$ cat config.mk
export PLATFORM = sky130hd
export DESIGN_NAME = uart_dbg_ctrl
export DESIGN_NICKNAME = d
export VERILOG_FILES = /design/src/rtl/uart_dbg_pkg.sv /design/src/rtl/dbg_timeout_cnt.sv /design/src/rtl/uart_dbg_ctrl.sv
export SDC_FILE = /design/constraint.sdc
export NUM_CORES = 1
export LEC_CHECK = 0
export BUFFER_PORTS_ARGS = -buffer_cell sky130_fd_sc_hd__buf_2
export CORE_MARGIN = 2
export CORE_UTILIZATION = 60
export CTS_CLUSTER_DIAMETER = 50
export DETAILED_ROUTE_END_ITERATION = 8
export PLACE_DENSITY = 0.92
export SLEW_MARGIN = 10
export SYNTH_ARGS = -nofsm -noshare
export SYNTH_HDL_FRONTEND = slang
export SYNTH_SLANG_ARGS = --single-unit
$ cat constraint.sdc
create_clock -name clk_i -period 3.7 [get_ports clk_i]
set_input_delay 0.185 -clock clk_i [delete_from_list [all_inputs] [get_ports clk_i]]
set_output_delay 0.185 -clock clk_i [all_outputs]
set_load 0.02 [all_outputs]
$ cat src/rtl/uart_dbg_pkg.sv
// uart_dbg_pkg: command/status codes and FSM states shared by the debug bridge
package uart_dbg_pkg;
  localparam logic [7:0] CMD_WR    = 8'h10;
  localparam logic [7:0] CMD_RD    = 8'h11;
  localparam logic [7:0] ST_OK     = 8'hA5;
  localparam logic [7:0] ST_BADCMD = 8'hEE;
  localparam logic [7:0] ST_BUSTO  = 8'hEB;
  typedef enum logic [2:0] {
    S_IDLE,
    S_RX_ADDR,
    S_RX_DATA,
    S_BUS_REQ,
    S_TX_STATUS,
    S_TX_DATA,
    S_TX_WAIT
  } state_t;
endpackage

$ cat src/rtl/dbg_timeout_cnt.sv
// dbg_timeout_cnt: loadable down-counter, expires on the LOAD-th enabled cycle after a load
module dbg_timeout_cnt #(
  parameter int W    = 20,
  parameter int LOAD = 4096
) (
  input  logic clk_i,
  input  logic rst_i,
  input  logic load_i,
  input  logic en_i,
  output logic exp_o
);
  logic [W-1:0] cnt;
  always_ff @(posedge clk_i) begin
    if (rst_i) cnt <= '0;
    else if (load_i) cnt <= W'(LOAD);
    else if (en_i && cnt != '0) cnt <= cnt - W'(1);
  end
  assign exp_o = en_i && cnt <= W'(1);
endmodule

$ cat src/rtl/uart_dbg_ctrl.sv
// uart_dbg_ctrl: UART frame sequencer issuing 32-bit bus reads/writes and sending status bytes
module uart_dbg_ctrl
  import uart_dbg_pkg::*;
#(
  parameter int RX_TIMEOUT_CYC  = 1_000_000,
  parameter int BUS_TIMEOUT_CYC = 4096,
  parameter int TO_W            = 20
) (
  input  logic        clk_i,
  input  logic        rst_i,
  input  logic        uart_rx_ready_i,
  input  logic [7:0]  uart_data_i,
  output logic        uart_rd_o,
  input  logic        uart_tx_busy_i,
  output logic        uart_wr_o,
  output logic [7:0]  uart_data_o,
  output logic        mem_req_o,
  output logic        mem_we_o,
  output logic [31:0] mem_addr_o,
  output logic [31:0] mem_wdata_o,
  input  logic        mem_ack_i,
  input  logic [31:0] mem_rdata_i,
  output logic        busy_o,
  output logic        err_o
);
  state_t      state;
  logic        rd_q, tx_seen, tx_dat, take, rx_en, rx_exp, bus_exp;
  logic [1:0]  idx;
  logic [7:0]  status;
  logic [31:0] rdata;
  // rx_ready is ignored while the pop pulse and the cycle after it are in flight
  assign take   = (state inside {S_IDLE, S_RX_ADDR, S_RX_DATA}) && uart_rx_ready_i && !uart_rd_o && !rd_q;
  assign rx_en  = (state inside {S_RX_ADDR, S_RX_DATA}) && !take;
  assign busy_o = state != S_IDLE;
  dbg_timeout_cnt #(.W(TO_W), .LOAD(RX_TIMEOUT_CYC)) u_rx_to (
    .clk_i(clk_i), .rst_i(rst_i), .load_i(take), .en_i(rx_en), .exp_o(rx_exp)
  );
  dbg_timeout_cnt #(.W(TO_W), .LOAD(BUS_TIMEOUT_CYC)) u_bus_to (
    .clk_i(clk_i), .rst_i(rst_i), .load_i(state != S_BUS_REQ), .en_i(state == S_BUS_REQ), .exp_o(bus_exp)
  );
  always_ff @(posedge clk_i) begin
    if (rst_i) begin
      state       <= S_IDLE;
      uart_rd_o   <= 1'b0;
      rd_q        <= 1'b0;
      uart_wr_o   <= 1'b0;
      uart_data_o <= '0;
      mem_req_o   <= 1'b0;
      mem_we_o    <= 1'b0;
      mem_addr_o  <= '0;
      mem_wdata_o <= '0;
      err_o       <= 1'b0;
      tx_seen     <= 1'b0;
      tx_dat      <= 1'b0;
      idx         <= '0;
      status      <= '0;
      rdata       <= '0;
    end else begin
      uart_rd_o <= take;
      rd_q      <= uart_rd_o;
      uart_wr_o <= 1'b0;
      err_o     <= 1'b0;
      case (state)
        S_IDLE: if (take) begin
          mem_we_o <= uart_data_i == CMD_WR;
          idx      <= '0;
          if (uart_data_i == CMD_WR || uart_data_i == CMD_RD) state <= S_RX_ADDR;
          else begin
            status <= ST_BADCMD;
            err_o  <= 1'b1;
            state  <= S_TX_STATUS;
          end
        end
        S_RX_ADDR: if (take) begin
          mem_addr_o <= {mem_addr_o[23:0], uart_data_i};
          idx        <= idx + 2'd1;
          if (idx == 2'd3) begin
            state     <= mem_we_o ? S_RX_DATA : S_BUS_REQ;
            mem_req_o <= !mem_we_o;
          end
        end else if (rx_exp) begin
          err_o <= 1'b1;
          state <= S_IDLE;
        end
        S_RX_DATA: if (take) begin
          mem_wdata_o <= {mem_wdata_o[23:0], uart_data_i};
          idx         <= idx + 2'd1;
          if (idx == 2'd3) begin
            state     <= S_BUS_REQ;
            mem_req_o <= 1'b1;
          end
        end else if (rx_exp) begin
          err_o <= 1'b1;
          state <= S_IDLE;
        end
        S_BUS_REQ: if (mem_ack_i) begin
          rdata     <= mem_rdata_i;
          status    <= ST_OK;
          mem_req_o <= 1'b0;
          state     <= S_TX_STATUS;
        end else if (bus_exp) begin
          status    <= ST_BUSTO;
          err_o     <= 1'b1;
          mem_req_o <= 1'b0;
          state     <= S_TX_STATUS;
        end
        S_TX_STATUS: if (!uart_tx_busy_i) begin
          uart_wr_o   <= 1'b1;
          uart_data_o <= status;
          tx_seen     <= 1'b0;
          tx_dat      <= 1'b0;
          idx         <= '0;
          state       <= S_TX_WAIT;
        end
        S_TX_DATA: if (!uart_tx_busy_i) begin
          uart_wr_o   <= 1'b1;
          uart_data_o <= rdata[31:24];
          rdata       <= {rdata[23:0], 8'h00};
          tx_seen     <= 1'b0;
          tx_dat      <= 1'b1;
          state       <= S_TX_WAIT;
        end
        S_TX_WAIT: if (uart_tx_busy_i) tx_seen <= 1'b1;
        else if (tx_seen) begin
          if (!tx_dat) state <= (status == ST_OK && !mem_we_o) ? S_TX_DATA : S_IDLE;
          else begin
            idx   <= idx + 2'd1;
            state <= idx == 2'd3 ? S_IDLE : S_TX_DATA;
          end
        end
        default: state <= S_IDLE;
      endcase
    end
  end
endmodule

After elaboration in Yosys (flattened, before gate mapping):

Index checks and enable logic that the tools add are counted.

* equality and inequality tests: 29
* reduce and logical (&&, ||, !) cells: 43
* add/sub/neg operators: 3
* bitwise gates (word level): 1
* order comparisons: 2
* muxes and demuxes: 59

Operator list (number)
* two-way mux 32 bit: 2
* one-hot mux 32 bit (2 select lines): 1
* two-way mux 8 bit: 6
* two-way mux 3 bit: 15
* <= comparator 20 x 1 -> 1 bit (second input constant): 2
* two-way mux 20 bit: 2
* nonzero test 20 bit: 2
* subtractor 20 x 1 -> 20 bit (second input constant): 2
* one-hot mux 8 bit (2 select lines): 2
* two-way mux 13 bit: 2
* != test 2 bit (second input constant): 12
* one-hot mux 3 bit (6 select lines): 1
* two-way mux 1 bit: 17
* == test 8 x 5 -> 1 bit (second input constant): 2
* AND reduction 7 bit: 2
* nonzero test 2 bit: 7
* two-way mux 2 bit: 6
* OR reduction 2 bit: 5
* == test 3 bit (second input constant): 3
* logical AND 1 bit: 9
* != test 3 x 2 -> 1 bit (second input constant): 3
* AND reduction 3 bit: 3
* nonzero test 3 bit: 3
* == test 8 bit (second input constant): 1
* other kinds (17): 27

* output and inout bits: 78
* bits of input ports: 45
* word-level logic and storage cells: 156
* flip-flop bits (word level): 165

Logic depth before layout (Yosys ltp):

* depth in word-level cells: 11
* mapped depth: 7
* mapped depth without buffers: 7

Cells and area by module:

From an unflattened synthesis, not the netlist that was laid out.

* cell total of the unflattened synthesis: 806
* area, all modules: 7039.3 um^2

By module, submodules not included
* uart_dbg_ctrl: times used 1, cells each 561, seq. area each 2422.3 um^2, area an instance 4912.2 um^2
* dbg_timeout_cnt (u_bus_to): times used 1, cells each 122, seq. area each 400.4 um^2, area an instance 1067.3 um^2
* dbg_timeout_cnt (u_rx_to): times used 1, cells each 123, seq. area each 400.4 um^2, area an instance 1059.8 um^2

Least setup slack after synthesis:

OpenSTA, ideal clock, no wires.

* path type: register to register
* start: register uart_rd_o
* end: register u_rx_to.cnt[16]
* setup slack: 1.740 ns
* arrival: 1.840 ns
* stages on the path, launching flop included: 7
* library setup time: 0.120 ns
* cells stage by stage: dfxtp_1 > nor3b_2 > or3_1 > buf_2 > a2111oi_4 > a21boi_1 > o31a_1

* word-level cells in the longest chain between the ends: 7
* elaborated cells between the ends (all ways): 8
* classes of those cells: mux (1); reduce/logical (7)

Ends and longest elaborated chain
* from (decl): RTL line uart_dbg_ctrl.sv:13 `output logic uart_rd_o,`
* from (signal assigned): RTL line uart_dbg_ctrl.sv:59 `uart_rd_o <= take;`
* logical NOT 1 bit *: RTL line uart_dbg_ctrl.sv:32 `assign take = (state inside {S_IDLE, S_RX_ADDR, S_RX_DATA}) && uart_rx_ready_i && !uart_rd_o && !rd_q;`
* logical AND 1 bit * (2 in series): RTL line uart_dbg_ctrl.sv:32
* logical NOT 1 bit: RTL line uart_dbg_ctrl.sv:33 `assign rx_en = (state inside {S_RX_ADDR, S_RX_DATA}) && !take;`
* logical AND 1 bit: RTL line uart_dbg_ctrl.sv:33
* logical AND 1 bit: RTL line dbg_timeout_cnt.sv:16 `else if (en_i && cnt != '0) cnt <= cnt - W'(1);`
* nonzero test 2 bit (no source line)
* to (signal assigned): RTL line dbg_timeout_cnt.sv:15 `else if (load_i) cnt <= W'(LOAD);`
* to (signal assigned): RTL line dbg_timeout_cnt.sv:16
* to (decl): RTL line dbg_timeout_cnt.sv:12 `logic [W-1:0] cnt;`

Mark *: on every way between the ends. The rest lies on a longest branch, timed or not.
A chain may end at the register's enable or synchronous reset.

Final worst setup path:

* start: register state[1]
* end: register rdata[1]

* word-level cells in the longest chain between the ends: 3
* elaborated cells between the ends (all ways): 7
* classes of those cells: eq/ne (4); mux (1); reduce/logical (2)

Ends and longest elaborated chain
* from (decl): RTL line uart_dbg_ctrl.sv:26 `state_t state;`
* from (signal assigned): RTL line uart_dbg_ctrl.sv:78 `state <= mem_we_o ? S_RX_DATA : S_BUS_REQ;`
* from (signal assigned): RTL line uart_dbg_ctrl.sv:125 `if (!tx_dat) state <= (status == ST_OK && !mem_we_o) ? S_TX_DATA : S_IDLE;`
* from (signal assigned): RTL line uart_dbg_ctrl.sv:128 `state <= idx == 2'd3 ? S_IDLE : S_TX_DATA;`
* == test 3 x 2 -> 1 bit or == test 3 bit (tied branches): RTL line uart_dbg_ctrl.sv:63 `case (state)`
* != test 2 bit (no source line) or nonzero test 2 bit (tied branches)
* AND reduction 3 bit (no source line)
* to (signal assigned): RTL line uart_dbg_ctrl.sv:97 `rdata <= mem_rdata_i;`
* to (signal assigned): RTL line uart_dbg_ctrl.sv:118 `rdata <= {rdata[23:0], 8'h00};`
* to (decl): RTL line uart_dbg_ctrl.sv:30 `logic [31:0] rdata;`

Parallel ways exist; a longest one is shown, timed or not.

==> results.md <==
* Status: finished, final reports clean
* CTS clock-pin slew for the worst setup and hold paths at 0.06 ns
* Final instance area at 0.008189 mm^2
* CP cell instances: nand3b_1 > nor2_1 > nor2_1 > a22oi_1 > nor2_1
* Chip height at 111.7 um
* DR vias at slightly above 6000
* Cell count after synthesis at ~810
* DP Wirelength at 10400 um
* Worst-skew pair later-pin latency at 0.43 ns
* H-tree depth at 4
* Synth-to-layout area growth at 17.69%
* Largest area contributor in the netlist: dfxtp_1
* Final wirelength at 15990 um
* Largest net degree at the start of global routing at 74
* Cell row count at 39
* Full die area at approximately 0.012 mm^2
* Sequential-to-total area share from yosys stat at 0.4632
* Vias in the first global route at 5596
* Avg Cell Area, Syn at 8.569 um^2
* Share of layout cells above drive strength 1 at 0.2011
* Synth warnings at 0
* WL per Instance at 14.97 um
* Levels on crit path at 5
* Slew Limit Fails at 0
* Non-filler cells, final at ~1100
* CP delay by family, top: simple AND/OR/NAND/NOR gates
* Core ar. at 0.01137 mm^2
* Placer Congestion at 0.8724
* Hold Crit Class: in -> reg
* Number of synthesized flops with an enable pin at 0
* Worst slew margin relative to its limit at 0.3335
* CP Capture Type: flip-flop
* Initial Util at 0.6120
* Least-Margin Pin Slew at 0.9974 ns
* Fmax at roughly 0.38 GHz
* WS Path Type: reg -> reg
* Clock skew at roughly 0.0097 ns
* CTS tree: yes
* Startpoint types: flip-flop
* TritonCTS Buffers at 17
* Maximum vdd drop at around 0.52 mV
* Initial antenna violation count at 0
* R2R depth at 5
* Main synth FF type: dfxtp_1
* Multi-input combinational cell area at 0.003473 mm^2
* Max Cap Viol at 0
* Drt initial violations at 617
* Crit path DAT at around 2.9 ns
* Port bufs at 122
* Tmin final at about 2.6 ns
* Global-route wire length before repair at 26450 um
* CP required at 4.00 ns
* Placed cell area at 0.007594 mm^2
* Post-synth top cells: 161 x dfxtp_1, 159 x nand2_1, 87 x a21oi_1
* Syn Nets at approximately 860
* Fin nets at 962
* Clk buf depth at 2
* Slowest cell on the critical path: dfxtp_1
* # DRC at 0
* TNS Setup at 0 ns
* Die width at around 110 um
* Vias per cell at 5.768
* Async set or reset register ratio after synthesis at 0
* First drt pass iteration count at 5
* Crit-path max FO at 20
* Netlist cell types at 73
* Dpl cells at a little over 1000
* Slowest stage delay, CP at 0.71 ns
* Hold Path Cell Cnt at 3
* Fin crit share at 0.7126
* RSZ-0062 raised after global routing: no
* Filler instances at 809
* Grt ovf at 0
* Crit path buf inv count at 0
* GRT Total Usage at 0.2558
* Cell Pwr Density at 559.6 mW/mm^2
* Synth area leaders: dfxtp_1 46%, nand2_1 8.6%, a21oi_1 6.3%
* I/O Pins at roughly 120
* Root buffer cell: clkbuf_16
* Most frequent cell after synthesis: dfxtp_1
* Post-Synthesis Cell Area at 0.006958 mm^2
* Share of Yosys cell area claimed by the top area cell type at 0.4632
* Final Hold Vio Count at 0
* Routed Antenna Nets at 0
* Setup violations, final at 0
* #FFs+latches synth at 161
* Flip-flop and latch area at ~0.0032 mm^2
* Static leakage at 0.003295 uW
* Most used cell, CP: nor2_1
* Ant diodes at 0
* Sink Count at 161
[path summary, 6_finish.rpt]
kind	startpoint	end	slack, ns
setup / recovery	state[1]	rdata[1]	1.06
hold / removal	uart_data_i[6]	mem_addr_o[6]	0.008
setup reg to reg	state[1]	rdata[1]	1.06
hold reg to reg	mem_wdata_o[26]	mem_wdata_o[26]	0.45
[cells by family after synthesis]
kind of cell	count (synthesis)	share of synthesized area
AOI/OAI and AO/OA	192	0.1832
xor gates and xnor gates	28	0.03525
adders and majority gates	5	0.008991
buffers and inverters	67	0.04136
DFF	161	0.4632
muxes	29	0.04190
and+or+nand+nor	330	0.2260
[report_power, final]
group          switching, uW  leakage, uW  total [uW]  internal (uW)
clock                    717     0.000260        1660            947
sequential               154      0.00130        1990           1830
combinational            591      0.00173         932            341
total                   1460      0.00330        4580           3120
[area by class of cell]
cell class,instances,area share
flip-flops and latches,161,0.3936
multi-input cells,584,0.4241
clock buffers,21,0.05500
inverters,16,0.007334
well taps,143,0.02185
clock inverters,11,0.01283
repair buffers,132,0.08526
[worst register-to-register path, cell delays in order (launching register included)]
cell      delay (ns)
dfxtp_1         0.71
nand3b_1        0.45
nor2_1          0.71
nor2_1          0.32
a22oi_1         0.24
nor2_1          0.07
[cells in the final DEF, fill, tap and decap left out, types with 8 or more instances in the layout]
cell | synthesis | routed
a22oi_1 | 11 | 11
nor2_1 | 86 | 86
dfxtp_1 | 161 | 161
a211oi_1 | 29 | 29
or3_1 | 11 | 11
o21ai_0 | 14 | 14
xor2_1 | 8 | 8
nor3_1 | 11 | 11
a21oi_1 | 87 | 87
inv_1 | 16 | 16
clkbuf_16 | 0 | 17
xnor2_1 | 20 | 20
buf_2 | 10 | 121
mux2i_1 | 28 | 28
nand2_1 | 159 | 159
[metal layers]
layer,vias up,wire length (um),track usage
li1,3041,-,-
met1,2892,6958,0.3332
met2,191,7704,0.4077
met3,36,1015,0.06913
met4,0,313,0.09877
met5,-,0,0
[metrics by stage]
stage / setup slack [ns] / utilization / total power [uW] / hold WS (ns)
3_3_place_gp: 1.310 / 0.6679 / 2897 / 0.4339
2_1_floorplan: 1.740 / - / 2716 / 0.3210
4_1_cts: 1.113 / 0.7203 / 4576 / 0.0002435
3_5_place_dp: 1.119 / 0.6679 / 2923 / 0.4416
5_1_grt: 0.8608 / 0.7203 / 4772 / 0.02415
6_report: 1.064 / 0.7203 / 4582 / 0.007653
[sequential cells by signal, indices dropped and copies added, names as in the netlist, 2 cells and up]
signal	count
u_bus_to.cnt	20
u_rx_to.cnt	20
rdata	32
mem_addr_o	32
idx	2
state	3
status	4
mem_wdata_o	32
uart_data_o	8
[timing repair]
| action | CTS | global route |
|---|---|---|
| gates resized for setup | 0 | 0 |
| setup buffers | 0 | 0 |
| hold buffers | 4 | 0 |
| endpoints found under the hold margin | 4 | 0 |
Note: power is estimated with default switching activity, not from simulation.
